`src/rtl/ones_count_sched.sv`:
```
// ones_count_sched: round-robin scheduler sharing one ones-counter engine among NUM_REQ
// requesters. A winning requester's word is issued to the engine and the count is returned
// tagged with the requester id. All outputs are registered.
// Optional feature: define ONES_SCHED_TIMEOUT_EN to enable a watchdog that aborts a job
// after TIMEOUT_CYC waiting cycles and reports it with resp_err.

module ones_count_sched #(
    parameter int unsigned NUM_REQ     = 4,
    parameter int unsigned DATA_W      = 8,
    parameter int unsigned CNT_W       = 4,
    parameter int unsigned TIMEOUT_CYC = 32,
    parameter int unsigned IDW         = $clog2(NUM_REQ)
) (
    input  logic                      clk,
    input  logic                      rst,
    input  logic [NUM_REQ-1:0]        req,
    input  logic [NUM_REQ*DATA_W-1:0] req_data,
    output logic [NUM_REQ-1:0]        ack,
    output logic                      resp_valid,
    output logic [IDW-1:0]            resp_id,
    output logic [CNT_W-1:0]          resp_count,
    output logic                      resp_err,
    output logic                      busy,
    output logic                      eng_start,
    output logic [DATA_W-1:0]         eng_data,
    input  logic                      eng_rdy,
    input  logic [CNT_W-1:0]          eng_count
);

    typedef enum logic [1:0] {StIdle, StIssue, StWaitBusy, StWaitDone} state_e;

    state_e state_q, state_d;

    logic [IDW-1:0]     ptr_q, ptr_d;
    logic [IDW-1:0]     cur_id_q, cur_id_d;
    logic [NUM_REQ-1:0] ack_q, ack_d;
    logic               resp_valid_q, resp_valid_d;
    logic [IDW-1:0]     resp_id_q, resp_id_d;
    logic [CNT_W-1:0]   resp_count_q, resp_count_d;
    logic               resp_err_q, resp_err_d;
    logic               busy_q, busy_d;
    logic               eng_start_q, eng_start_d;
    logic [DATA_W-1:0]  eng_data_q, eng_data_d;

    logic               grant_found;
    logic [IDW-1:0]     grant_id;
    logic [IDW-1:0]     grant_nxt;
    logic [DATA_W-1:0]  grant_data;
    logic               timeout;

    // Round-robin search starting at ptr, wrapping mod NUM_REQ.
    always_comb begin
        int unsigned idx;
        int unsigned nxt;
        idx         = 0;
        nxt         = 0;
        grant_found = 1'b0;
        grant_id    = '0;
        for (int unsigned k = 0; k < NUM_REQ; k++) begin
            idx = 32'(ptr_q) + k;
            if (idx >= NUM_REQ) idx = idx - NUM_REQ;
            if (!grant_found && req[idx[IDW-1:0]]) begin
                grant_found = 1'b1;
                grant_id    = idx[IDW-1:0];
            end
        end
        nxt = 32'(grant_id) + 1;
        if (nxt >= NUM_REQ) nxt = 0;
        grant_nxt  = nxt[IDW-1:0];
        grant_data = req_data[32'(grant_id) * DATA_W +: DATA_W];
    end

`ifdef ONES_SCHED_TIMEOUT_EN
    localparam int unsigned WdW = $clog2(TIMEOUT_CYC + 1);

    logic [WdW-1:0] wd_q, wd_d;

    assign timeout = (state_q == StWaitBusy || state_q == StWaitDone) &&
                     (wd_q == WdW'(TIMEOUT_CYC - 1));

    // Watchdog counts waiting cycles; every (re-)issue restarts it.
    always_comb begin
        wd_d = wd_q;
        if (state_d == StIssue) begin
            wd_d = '0;
        end else if (state_q == StWaitBusy || state_q == StWaitDone) begin
            wd_d = wd_q + 1'b1;
        end
    end

    // Watchdog counter register.
    always_ff @(posedge clk) begin
        if (rst) wd_q <= '0;
        else     wd_q <= wd_d;
    end
`else
    logic unused_timeout_cfg;
    assign unused_timeout_cfg = ^TIMEOUT_CYC;
    assign timeout = 1'b0;
`endif

    // State register.
    always_ff @(posedge clk) begin
        if (rst) state_q <= StIdle;
        else     state_q <= state_d;
    end

    // Next-state logic.
    always_comb begin
        state_d = state_q;
        unique case (state_q)
            StIdle:     if (grant_found && eng_rdy) state_d = StIssue;
            StIssue:    state_d = StWaitBusy;
            // Engine still ready here means it missed the start: issue again.
            StWaitBusy: begin
                if (eng_rdy)      state_d = StIssue;
                else if (timeout) state_d = StIdle;
                else              state_d = StWaitDone;
            end
            StWaitDone: if (eng_rdy || timeout) state_d = StIdle;
            default:    state_d = StIdle;
        endcase
    end

    // Next values of the registered outputs and bookkeeping.
    always_comb begin
        ptr_d        = ptr_q;
        cur_id_d     = cur_id_q;
        ack_d        = '0;
        eng_start_d  = 1'b0;
        eng_data_d   = eng_data_q;
        resp_valid_d = 1'b0;
        resp_id_d    = resp_id_q;
        resp_count_d = resp_count_q;
        resp_err_d   = resp_err_q;
        busy_d       = (state_d != StIdle);
        unique case (state_q)
            StIdle: begin
                if (grant_found && eng_rdy) begin
                    ptr_d           = grant_nxt;
                    cur_id_d        = grant_id;
                    eng_data_d      = grant_data;
                    ack_d[grant_id] = 1'b1;
                    eng_start_d     = 1'b1;
                end
            end
            StIssue: ;
            StWaitBusy: begin
                if (eng_rdy) begin
                    eng_start_d = 1'b1;
                end else if (timeout) begin
                    resp_valid_d = 1'b1;
                    resp_id_d    = cur_id_q;
                    resp_count_d = '1;
                    resp_err_d   = 1'b1;
                end
            end
            StWaitDone: begin
                if (eng_rdy) begin
                    resp_valid_d = 1'b1;
                    resp_id_d    = cur_id_q;
                    resp_count_d = eng_count;
                    resp_err_d   = 1'b0;
                end else if (timeout) begin
                    resp_valid_d = 1'b1;
                    resp_id_d    = cur_id_q;
                    resp_count_d = '1;
                    resp_err_d   = 1'b1;
                end
            end
            default: ;
        endcase
    end

    // Output and bookkeeping registers.
    always_ff @(posedge clk) begin
        if (rst) begin
            ptr_q        <= '0;
            cur_id_q     <= '0;
            ack_q        <= '0;
            eng_start_q  <= 1'b0;
            eng_data_q   <= '0;
            resp_valid_q <= 1'b0;
            resp_id_q    <= '0;
            resp_count_q <= '0;
            resp_err_q   <= 1'b0;
            busy_q       <= 1'b0;
        end else begin
            ptr_q        <= ptr_d;
            cur_id_q     <= cur_id_d;
            ack_q        <= ack_d;
            eng_start_q  <= eng_start_d;
            eng_data_q   <= eng_data_d;
            resp_valid_q <= resp_valid_d;
            resp_id_q    <= resp_id_d;
            resp_count_q <= resp_count_d;
            resp_err_q   <= resp_err_d;
            busy_q       <= busy_d;
        end
    end

    assign ack        = ack_q;
    assign eng_start  = eng_start_q;
    assign eng_data   = eng_data_q;
    assign resp_valid = resp_valid_q;
    assign resp_id    = resp_id_q;
    assign resp_count = resp_count_q;
    assign resp_err   = resp_err_q;
    assign busy       = busy_q;

endmodule
```
`config.mk`:
```
export PLATFORM = sky130hd
export DESIGN_NAME = ones_count_sched
export DESIGN_NICKNAME = d
export VERILOG_FILES = /design/src/rtl/ones_count_sched.sv
export SDC_FILE = /design/constraint.sdc
export NUM_CORES = 1
export LEC_CHECK = 0
export BUFFER_PORTS_ARGS = -buffer_cell sky130_fd_sc_hd__buf_2
export CORE_MARGIN = 2
export CORE_UTILIZATION = 40
export CTS_CLUSTER_SIZE = 28
export DETAILED_ROUTE_END_ITERATION = 10
export PLACE_DENSITY = 0.75
export SYNTH_ARGS = -nofsm -noshare
export SYNTH_HDL_FRONTEND = slang
export SYNTH_SLANG_ARGS = --single-unit
```
`constraint.sdc`:
```
create_clock -name clk -period 1.7 [get_ports clk]
set_input_delay 0.255 -clock clk [delete_from_list [all_inputs] [get_ports clk]]
set_output_delay 0.255 -clock clk [all_outputs]
set_load 0.005 [all_outputs]
```
==> results.md, run 1 <==
- The number of buffers and inverters on the critical path is 1.
- The total congestion overflow is 0.
- The number of instances resized during post-cts repair is 0.
- The clock reaches the later pin of the worst-skew pair after approximately 0.32 ns.
- The startpoint identified for the worst register-to-register timing path is ptr_q[0].
- The count of flip-flops with a built-in enable after synthesis is 0.
- The first global-routing pass estimated 4188 µm of wire.
- The highest clock rate is ~630 MHz.
- Counting distinct cell types in the post-synthesis netlist gives 32.
- The sequential area share after synthesis is roughly 42%.
- The launch point of the worst hold path is eng_count[1].
- Setup repair after global routing left no endpoint under its margin.
- The number of global-route vias before repair is 988.
- In the final layout, flip-flops and latches occupy 540.5 µm².
- The post-synthesis area per instance is around 10 µm².
- The number of sinks handled by clock tree synthesis is 27.
- The congestion estimate from routability-driven global placement came to 0.6814.
- The number of buffers added for setup after CTS is 0.
- The flop-to-flop setup slack is 0.12 ns.
- The die span in y is between 60 and 70 µm.
- Once detailed placement completed, the half-perimeter wirelength came to approximately 2200 µm.
- The number of buffers inserted by port buffering is 63.
- The worst hold-check path type is in -> reg.
- For the final database, setup skew stands at approximately 0.0055 ns.
- The commonest cells after synthesis are sky130_fd_sc_hd__dfxtp_1 (27), sky130_fd_sc_hd__mux2i_1 (23), sky130_fd_sc_hd__nor2_1 (15).
- The async set-reset flop share out of synthesis is 0%.
- Across the run, the number of max-cap violations was 0.
- STA classifies the critical path startpoint as a register.
- On the worst path, the slowest cell contributes a delay of between 0.3 and 0.4 ns.
- The minimum period implied by the final worst setup slack is approximately 1.6 ns.
- Clock-pin slew was measured on the worst setup and hold paths at 0.14 ns.
- The number of hold buffers added after CTS was 0.
- The number of clock buffers inserted by TritonCTS is 3.
- The number of hold violations in the final report is 0.
- In this run the core area contains 20 standard-cell rows.
- Once the floorplan was initialized, standard cells occupied about two fifths of the core.
- The post-synth net total is 170.
- After filler insertion, the fill cell instance count of the layout stands at about 300.
- 0 antenna diodes ended up in the layout.
- From left edge to right edge, the die measures 60.43 µm.
- The cell taking the most area after synthesis is sky130_fd_sc_hd__dfxtp_1.
- The number of cells on the worst hold path is 3.
- The worst-case vdd ir drop is ~350 µV.
- In this run the cell area of the synthesized design comes to 1274 µm².
- The worst register-to-register path has a depth of 8.
- Synthesis handed over a netlist of about 130 instances.
- During synthesis, Yosys emitted a total of 0 warnings.
- The root buffer cell chosen for the clock tree is sky130_fd_sc_hd__clkbuf_4.
- The flow ran to the end, and the final reports show no timing, DRC or antenna violations.
- The share of cells above drive strength 1 is between 40% and 50%.
- Summed over all cells, the static leakage comes to around 0.82 nW.
- The number of detailed-routing iterations run before antenna repair is 4.
- The final clock period utilization by the worst path is between 90% and 100%.
- The average via count per standard cell is 4.897.
- Setup total negative slack on the finished layout was measured at 0 ns.
- The clock passes through at most 2 buffers.
- 65 I/O pins were placed.
- The total power divided by cell area is slightly below 800 nW/µm².
- For the worst setup path, the data arrival time is around 1.8 ns.
- The number of setup violations in the final report is 0.
- The number of H-tree branching levels is 1.
- Entering global routing, the biggest net connects 24 pins.
- The most frequently used flop master after synthesis is sky130_fd_sc_hd__dfxtp_1.
- Among all stages on the critical path, the largest delay is contributed by sky130_fd_sc_hd__dfxtp_1.
- The endpoint with the worst hold slack is resp_count[1].
- For this block, the routed nets add up to approximately 2800 µm of wire.
- The area added between synthesis and finish is 28.49%.
- The die covers ~3700 µm².
- The final route contains roughly 1.1k vias.
- In this run the critical register-to-register path is captured at ptr_q[1].
- TritonCTS built the clock tree.
- Summed over its instances, the top area cell type makes up 42.44% of the synthesized netlist area.
- The initial antenna violation count is 0.
- Along the worst path, the maximum fanout reaches 5.
- At the end of the flow, the number of nets in the layout was approximately 230.
- In this design, the largest share of critical-path delay is due to compound AO/OA/AOI/OAI gates.
- Summing all multi-input logic gate instances after layout gives ~650 µm².
- Counting tap cells, the placed design contains a total of between 200 and 250 instances.
- The worst setup path is captured at a register.
- The critical path goes through or2b_1, a21oi_1, a211o_1, inv_2, ha_1, nor2_1, a21oi_1, nor2_1.
- The number of synthesized register bits is 27.
- Data on the critical path is required at its endpoint by between 1.5 and 2 ns.
- The total routing resource utilization after global routing is between 10% and 20%.
- The critical path is of the reg -> reg type.
- Yosys attributes the largest share of cell area to sky130_fd_sc_hd__dfxtp_1 (42%), sky130_fd_sc_hd__mux2i_1 (18%), sky130_fd_sc_hd__o221ai_1 (5.5%).
- The number of pins with negative max-slew slack in the final report came to 0.
- The most common cell in the synthesized netlist is sky130_fd_sc_hd__dfxtp_1.
- The area of the core region is approximately 3100 µm².
- The detail-routed net length per standard cell is 11.86 µm.
- For this block, the initial DRC count from the detailed router was 16.
- The final non-filler cell total is roughly 230.
- Once detail routing completed, the nets flagged for antenna violations numbered 0.
- After detailed routing, the number of remaining DRC violations is 0.
[metal layers]
| layer | track usage (%) | wire (µm) |
|---|---|---|
| met5 | 0 | 0 |
| met4 | 4.658 | 32 |
| met3 | 2.132 | 109 |
| met2 | 25.78 | 1446 |
| met1 | 19.23 | 1163 |
[stage by stage]
stage                     util, %  hold WS [ns]  instance area [µm²]  power (W)  setup slack (ns)
final                       53.61        0.1628                 1637   0.001269            0.1195
after global placement      52.70        0.4442                 1609   0.001004            0.1175
after floorplan                 -        0.3346                 1274  0.0009146           0.06683
after CTS                   53.61        0.1620                 1637   0.001281            0.1088
after detailed placement    52.70        0.4594                 1609   0.001019           0.04694
after global routing        53.61        0.1636                 1637   0.001341           0.03038
[area by class of cell]
class	count	area share (%)
multi-input combinational	86	39.60
timing repair buffer	65	20.95
inverter	6	1.376
clock inverter	1	0.3058
sequential	27	33.03
tap	44	3.364
clock buffer	3	1.376
[worst max path at each step]
stage	cells past startpoint	slack, ns	to	start
after global placement	9	0.12	ptr_q[1]	req[0]
after floorplan	10	0.07	ptr_q[1]	ptr_q[1]
final	8	0.12	ptr_q[1]	ptr_q[0]
after CTS	8	0.11	ptr_q[1]	ptr_q[0]
after global routing	6	0.03	eng_data[4]	ptr_q[1]
after detailed placement	9	0.05	ptr_q[1]	req[0]
[logic make-up after synthesis]
group / share of synthesized area (%)
simple gates: 18.27
mux: 18.07
flops: 42.44
buf+inv: 6.680
other cells: 0.2944
compound gates: 12.28
fa+ha+maj: 1.964
[power breakdown]
group | internal [W] | switching [W] | leakage, nW
logic | 0.000155 | 0.000144 | 0.585
registers | 0.000676 | 0.0000276 | 0.220
clock network | 0.0000881 | 0.000178 | 0.0177
total | 0.000919 | 0.000350 | 0.823
[registers in the layout (all words and copies together) (netlist names)]
register,count
eng_data,8
ack,4
resp_count,4
cur_id_q,2
ptr_q,2
resp_id,2
state_q,2
busy,1
eng_start,1
resp_valid,1
[layout by cell type, fill, tap and decap left out, types with 2 or more instances in the layout]
cell type	Yosys	routed
sky130_fd_sc_hd__buf_2	0	63
sky130_fd_sc_hd__dfxtp_1	27	27
sky130_fd_sc_hd__mux2i_1	23	23
sky130_fd_sc_hd__nor2_1	15	15
sky130_fd_sc_hd__nand3b_1	8	8
sky130_fd_sc_hd__o221ai_1	8	8
sky130_fd_sc_hd__a21oi_1	6	6
sky130_fd_sc_hd__inv_1	5	5
sky130_fd_sc_hd__nand2_1	3	3
sky130_fd_sc_hd__clkbuf_4	0	3
sky130_fd_sc_hd__and2_1	2	2
sky130_fd_sc_hd__nand3_1	2	2
sky130_fd_sc_hd__ha_1	2	2
[tightest hold or removal path, cell delays in order]
cell	delay [ns]
sky130_fd_sc_hd__buf_2	0.08
sky130_fd_sc_hd__mux2i_1	0.05
sky130_fd_sc_hd__nor2_1	0.07
Note: power is estimated with default switching activity, not from simulation.
==> inputs of run 2 (changes only) <==
==> constraint.sdc (replaced) <==
create_clock -name clk -period 1.7 [get_ports clk]
set_input_delay 0.085 -clock clk [delete_from_list [all_inputs] [get_ports clk]]
set_output_delay 0.085 -clock clk [all_outputs]
set_load 0.005 [all_outputs]
==> results.md, run 2 (synthesis results as in run 1) <==
- The flow ran to the end, and the final reports show no timing, DRC or antenna violations.
- The initial antenna violation count is 0.
- After floorplanning, the core was divided into 20 placement rows.
- No sink is reached through more buffers than the 2 on the longest clock path.
- The vias after detailed routing is between 1k and 1.5k.
- The wire length of the first global-routing pass is ~4700 µm.
- The number of H-tree branching levels is 1.
- After clock tree synthesis, the repair step resized 0 gates.
- The number of pins with negative max-slew slack in the final report came to 0.
- In this run, the clock network consumes a little over a fifth of the power.
- The min-delay analysis places its worst path in the category in -> reg.
- The share of power burned in registers is between 50% and 60%.
- Setup violations remaining at the end of the flow were counted as 0.
- The register with the most flip-flops in the layout has 8 of them.
- The post-layout total power is ~0.0013 W.
- The boundary pin count is 65.
- In this run, the combinational gates consume about a quarter of the power.
- For this run, the number of standard cells in the final layout without fillers is roughly 240.
- The switching power is 0.0003646 W.
- The die span in y is 60.43 µm.
- For this run the aggregate overflow at the end of global routing stands at 0.
- Counting I/O delays and the setup requirement, the final critical path takes about 1.6 ns.
- The number of global-route vias before repair is between 1k and 1.5k.
- The worst-case IR drop observed on VDD is 390.9 µV.
- Following the worst setup path forward leads to its endpoint at ptr_q[1].
- The DRC violation count after routing is 0.
- The number of nets still failing antenna checks after routing is 0.
- The floorplan step defined a die boundary enclosing roughly 3700 µm².
- The number of sinks handled by clock tree synthesis is 27.
- The clock root buffer is sky130_fd_sc_hd__clkbuf_4.
- The flop-to-flop setup slack is between 0.1 and 0.15 ns.
- The region available for standard cell placement spans a little over 3000 µm².
- The area added between synthesis and finish is 31.83%.
- For the final routed database, the setup TNS stands at 0 ns.
- The library cell used most frequently in the layout, excluding fill and tap cells, is sky130_fd_sc_hd__buf_2.
- The number of detailed-routing iterations run before antenna repair is 4.
- The worst hold slack is 0.01868 ns.
- The number of buffers inserted by port buffering is 63.
- The number of filler cells placed in the layout is about 300.
- Data on the critical path arrives at its endpoint at approximately 1.8 ns.
- In the layout the commonest cells are sky130_fd_sc_hd__buf_2 (63), sky130_fd_sc_hd__dfxtp_1 (27), sky130_fd_sc_hd__mux2i_1 (23).
- Global routing consumed, over all layers together, 16.97% of the routing resources.
- In this run the horizontal extent of the chip is 60.43 µm.
- The worst setup path is of the reg -> reg kind.
- The share of cells above drive strength 1 is about two fifths.
- Buffers inserted during clock tree synthesis total 3.
- Between clock sinks in the finished design, the worst skew comes to a little over 0.005 ns.
- The worst endpoint required time is roughly 1.9 ns.
- STA classifies the critical path startpoint as a register.
- The number of antenna diodes in the final layout is 0.
- The largest fanout on the critical path is 5.
- The average via count per standard cell is roughly 5.0.
- The final clock period utilization by the worst path is approximately nine tenths.
- In this run, post-CTS hold repair placed 4 buffers.
- The total half-perimeter wirelength after legalization and detailed placement is ~2300 µm.
- The startpoint identified for the worst register-to-register timing path is ptr_q[0].
- At the later pin of the worst-skew pair, clock insertion delay measures around 0.33 ns.
- After detailed routing, the average wire length per cell comes to ~13 µm.
- The highest clock rate is 641.0 MHz.
- The initial utilization of the core area, before any placement, comes to between 40% and 50%.
- After detailed routing, the total wire length is between 2000 and 3000 µm.
- The maximum number of pins on one net before global-route repair is 24.
- The endpoint kind of the worst setup timing path is a register.
- The critical path starts at ptr_q[0].
- The depth of the worst register-to-register path is 8.
- At the end of routability-driven placement, the weighted congestion stood at 0.7074.
- The number of hold violations in the final report was 0.
- The cell total after placement is approximately 230.
- Summed over all cells, the static leakage comes to about 0.84 nW.
- Setup repair after global routing left no endpoint under its margin.
- Power spread over the standard cell area amounts to between 700 and 800 nW/µm².
- The DRC violation total after the first TritonRoute iteration is 35.
- After clock tree synthesis, the clock-pin slew on the worst setup and hold paths is ~0.15 ns.
- TritonCTS built the clock tree.
- Of the total power, the share spent switching nets is 28.23%.
- The tool flagged a number of max-cap violations equal to 0.
- In this run the critical register-to-register path is captured at ptr_q[1].
- The cell internal power dissipation is roughly 0.0009 W.
- The net total in the final layout is around 240.
- The number of buffers added for setup after CTS is 0.
[run 2: changes by cell type in the layout (fill, tap and decap cells not counted)]
| cell | previous run | this run |
|---|---|---|
| sky130_fd_sc_hd__dlygate4sd3_1 | 0 | 4 |
| sky130_fd_sc_hd__clkinvlp_4 | 0 | 1 |
| sky130_fd_sc_hd__clkinv_2 | 1 | 0 |
[run 2: final cells by class]
type	count	area, µm²	area share [%]
inverter	6	22.52	1.341
tap	44	55.05	3.279
sequential	27	540.5	32.19
clock inverter	1	7.507	0.4471
clock buffer	3	22.52	1.341
timing repair buffer	69	382.9	22.80
multi-input combinational	86	648.1	38.60
[run 2: power groups by stage]
stage	Clock, W	Sequential (W)	Combinational, W
2_1_floorplan	0	0.000717	0.000198
3_3_place_gp	0	0.000714	0.000291
3_5_place_dp	0	0.000717	0.000302
4_1_cts	0.000293	0.000704	0.000310
5_1_grt	0.000324	0.000708	0.000339
6_report	0.000282	0.000704	0.000305
[run 2: per-layer routing]
metal	global-route usage [%]	share of wire [%]
met4	6.522	1.5
met5	0	0
met3	1.279	2.9
met1	18.60	38
met2	33.54	57
[run 2: through the flow]
| step | setup WS, ns | utilization [%] | instance area, µm² |
|---|---|---|---|
| global placement | 0.2119 | 52.70 | 1609 |
| detailed placement | 0.1657 | 52.70 | 1609 |
| CTS | 0.1465 | 55.00 | 1679 |
| floorplan | 0.06683 | - | 1274 |
| finish | 0.1398 | 55.00 | 1679 |
| global route | 0.004064 | 55.00 | 1679 |
[run 2: worst min-delay path by stage]
stage	depth (start not counted)	startpoint	slack, ns	end
after floorplan	1	rst	0.16	state_q[1]
after global placement	3	eng_count[1]	0.32	resp_count[1]
after detailed placement	3	eng_count[1]	0.33	resp_count[1]
after CTS	2	eng_rdy	0.009	state_q[0]
after global routing	2	eng_rdy	0.02	state_q[0]
final	2	eng_rdy	0.02	state_q[0]
[run 2: worst max-delay path, stage by stage, from the launching register on]
cell                      delay [ns]
sky130_fd_sc_hd__dfxtp_1        0.36
sky130_fd_sc_hd__or2b_1         0.23
sky130_fd_sc_hd__a21oi_1        0.12
sky130_fd_sc_hd__a211o_1        0.19
sky130_fd_sc_hd__inv_2          0.09
sky130_fd_sc_hd__ha_1           0.28
sky130_fd_sc_hd__nor2_1         0.04
sky130_fd_sc_hd__a21oi_1        0.12
sky130_fd_sc_hd__nor2_1         0.05
==> inputs of run 3 (changes only) <==
--- a/config.mk
+++ b/config.mk
@@ -5,9 +5,10 @@
 export SDC_FILE = /design/constraint.sdc
 export NUM_CORES = 1
 export LEC_CHECK = 0
+export ABC_AREA = 1
 export BUFFER_PORTS_ARGS = -buffer_cell sky130_fd_sc_hd__buf_2
 export CORE_MARGIN = 2
-export CORE_UTILIZATION = 40
+export CORE_UTILIZATION = 43
 export CTS_CLUSTER_SIZE = 28
 export DETAILED_ROUTE_END_ITERATION = 10
 export PLACE_DENSITY = 0.75
==> results.md, run 3 <==
- The flow ran to the end, but the final reports show violations.
- Setup violations remaining at the end of the flow were counted as 14.
- The worst endpoint required time is about 1.9 ns.
- The post-route clock skew is ~0.0015 ns.
- The smallest clock period supported by the final layout is computed as around 1.8 ns.
- The boundary pin count is 65.
- For this block, the initial DRC count from the detailed router was 165.
- The register with the most flip-flops in the layout has 8 of them.
- Of all flip-flops after synthesis, the portion carrying an async set or reset was 0%.
- Along the worst path, the maximum fanout reaches 7.
- The most common cell after layout, fill and taps aside is sky130_fd_sc_hd__buf_2.
- The area of the core region is 3606 µm².
- The initial antenna violation count was 0.
- In the routed layout, each cell is associated on average with a via count of about 5.
- The number of buffers inserted by port buffering is 63.
- Max-cap violations in this run came to 0.
- The setup check on the worst reg-to-reg path leaves a slack of -0.15 ns.
- The congestion estimate from routability-driven global placement came to 0.7895.
- The worst hold path belongs to the class in -> reg.
- The cell total after placement is approximately 370.
- The routed wire length is roughly 4800 µm.
- In the layout the commonest cells are sky130_fd_sc_hd__buf_2 (63), sky130_fd_sc_hd__nand2_1 (55), sky130_fd_sc_hd__inv_1 (32).
- The fraction of post-synthesis cell area in the top cell type by area is 33.83%.
- The post-layout total power is between 0.004 and 0.005 W.
- The number of hold violations in the final report was 0.
- Counting instances in the post-synthesis netlist gives the leading cell types as sky130_fd_sc_hd__nand2_1 (79), sky130_fd_sc_hd__inv_1 (33), sky130_fd_sc_hd__nand3_1 (31).
- At the end of the flow the core is filled with cells to about two thirds.
- After routing the design area is ~2400 µm².
- The hold buffer count at cts is 0.
- In the post-synthesis netlist, the biggest area contributors are sky130_fd_sc_hd__dfxtp_1 (34%), sky130_fd_sc_hd__nand2_1 (19%), sky130_fd_sc_hd__nand3_1 (9.7%).
- Counting every net in the synthesized netlist gives 304.
- STA classifies the critical path startpoint as a register.
- The most frequent cell on the critical path is sky130_fd_sc_hd__nand2_2.
- The share of cells above drive strength 1 is 41.54%.
- The number of synthesized register bits is 27.
- VDD sags by at most 989.1 µV.
- The floorplan step defined a die boundary enclosing about 4200 µm².
- The vias after detailed routing is ~2.0k.
- The slowest stage cell on the critical path is sky130_fd_sc_hd__dfxtp_4.
- The number of H-tree branching levels is 1.
- The highest clock rate is ~540 MHz.
- The largest total area in the synthesized netlist belongs to sky130_fd_sc_hd__dfxtp_1.
- The clock insertion delay at the later pin of the skew report is between 0.2 and 0.3 ns.
- The worst setup slack before clock tree synthesis is -0.1976 ns.
- The first TritonRoute pass finished after 4 iterations.
- For this design the static power due to leakage is 1.257 nW.
- The mapped netlist covers roughly 1600 µm².
- The maximum number of pins on one net before global-route repair is 22.
- The checks that failed: negative setup slack.
- For this run the aggregate overflow at the end of global routing stands at 0.
- The number of sinks handled by clock tree synthesis is 27.
- The net total in the final layout is ~380.
- From synthesis to final layout, the design area changed by 47.38%.
- The post-route worst setup slack is -0.1464 ns.
- Dividing the detail-routed wire length by the instance count gives ~12 µm.
- Setup repair after global routing could not meet its margin everywhere.
- The repair_antennas step left the layout with diodes totalling 0.
- In the finished design, the share of the clock period the worst path needs comes to 108.6%.
- Synthesis produced a netlist whose cell count is around 260.
- The count of cell types in the netlist is 24.
- The count of flip-flops with a built-in enable after synthesis is 0.
- The most frequently used flop master after synthesis is sky130_fd_sc_hd__dfxtp_1.
- The floorplan has 22 rows.
- The most frequent cell after synthesis is sky130_fd_sc_hd__nand2_1.
- The number of pins with negative max-slew slack in the final report is 0.
- For this run, design rule violations remaining after detail routing come to 0.
- The data arrival time of the critical path is about 2.0 ns.
- The highest cell delay on the worst timing path is 0.42 ns.
- Once detailed placement completed, the half-perimeter wirelength came to 2941 µm.
- The number of clock buffers added by TritonCTS is 3.
- For this run, the register share of the synthesized area comes to roughly a third.
- The number of synthesis warnings is 0.
- For this run, the number of standard cells in the final layout without fillers is slightly below 400.
- The number of global-route vias before repair is 1729.
- The critical path goes through buf_6, nand2_2, nand2_2, nand2_2, nand2_2, nor2_4, nand3_2, nand2_2, nor2_4, buf_4, buf_6, buf_4, a21oi_1.
- The TritonCTS clock tree is built.
- In this run the power density over the cells is ~1700 nW/µm².
- In this design, the largest share of critical-path delay is due to simple AND/OR/NAND/NOR gates.
- The die span in y is about 65 µm.
- The starting density of the core is roughly 44%.
- The endpoint kind of the worst setup timing path is a register.
- The total routing resource utilization after global routing is a little over a fifth.
- In this run the remaining antenna-violating nets after routing total 0.
- The post-CTS clock slew at the launch and capture registers of the worst setup and hold paths is approximately 0.090 ns.
- The buffering stage count on the worst path with inverters included is 4.
- The wire length of the first global-routing pass is slightly above 7000 µm.
- From left edge to right edge, the die measures 64.96 µm.
- Once placement finished, the instance area stood at roughly 2000 µm².
- The root buffer cell chosen for the clock tree is sky130_fd_sc_hd__clkbuf_8.
- No sink is reached through more buffers than the 2 on the longest clock path.
- The post-synthesis area per instance is slightly above 6 µm².
- The critical path is of the reg -> reg type.
==> run 3: worst paths after layout <==
check | startpoint | cells after the start | to
setup / recovery | ptr_q[0] | 13 | cur_id_q[1]
hold / removal | eng_count[3] | 3 | resp_count[3]
setup reg to reg | ptr_q[0] | 13 | cur_id_q[1]
hold reg to reg | resp_id[1] | 2 | resp_id[1]
==> run 3: cell families (layout without fill, tap and decap cells) <==
family / Yosys count / in the layout / share of synthesized area (%)
AOI/OAI and AO/OA: 23 / 23 / 7.517
adders and majority gates: 2 / 2 / 1.566
buffers and inverters: 51 / 128 / 14.33
DFF: 27 / 27 / 33.83
other: 1 / 1 / 0.2347
and+or+nand+nor: 155 / 156 / 42.52
==> run 3: layout make-up <==
cell class / count / area, µm²
fill: 334 / 1251
multi-input combinational: 182 / 1018
sequential: 27 / 548.0
timing repair buffer: 86 / 521.8
inverter: 38 / 157.7
tap: 48 / 60.06
clock buffer: 3 / 41.29
clock inverter: 1 / 7.507
==> run 3: worst reg2reg max path, cell delays in order (launching register included) <==
cell and delay, ns:
sky130_fd_sc_hd__dfxtp_4 0.42, sky130_fd_sc_hd__buf_6 0.15, sky130_fd_sc_hd__nand2_2 0.06, sky130_fd_sc_hd__nand2_2 0.09, sky130_fd_sc_hd__nand2_2 0.05, sky130_fd_sc_hd__nand2_2 0.08
sky130_fd_sc_hd__nor2_4 0.05, sky130_fd_sc_hd__nand3_2 0.09, sky130_fd_sc_hd__nand2_2 0.09, sky130_fd_sc_hd__nor2_4 0.29, sky130_fd_sc_hd__buf_4 0.18, sky130_fd_sc_hd__buf_6 0.08
sky130_fd_sc_hd__buf_4 0.08, sky130_fd_sc_hd__a21oi_1 0.04
==> run 3: per-stage QoR <==
stage,TNS (ns),hold WS (ns)
2_1_floorplan,0,0.2505
3_3_place_gp,-1.131,0.3589
3_5_place_dp,-1.733,0.3629
4_1_cts,-0.03123,0.06228
5_1_grt,-2.846,0.06415
6_report,-0.9865,0.07002
==> run 3: routing by layer <==
layer | GRT usage (%) | wire [µm] | up-vias
met4 | 5.585 | 48 | 0
met3 | 5.035 | 328 | 8
met1 | 26.37 | 2114 | 899
li1 | - | - | 979
met5 | 0 | 0 | -
met2 | 35.70 | 2316 | 69
==> run 3: power breakdown <==
part           internal (W)  switching, W
sequential         0.000778     0.0000957
combinational       0.00119       0.00165
clock              0.000167      0.000204
total               0.00213       0.00195
==> run 3: what timing repair did <==
action / in CTS / in global routing
gates cloned: 1 / 1
hold endpoints to repair: 0 / 0
setup endpoints to repair: 16 / 16
setup buffers: 3 / 4
pin swaps: 10 / 13
gates resized for setup: 28 / 35
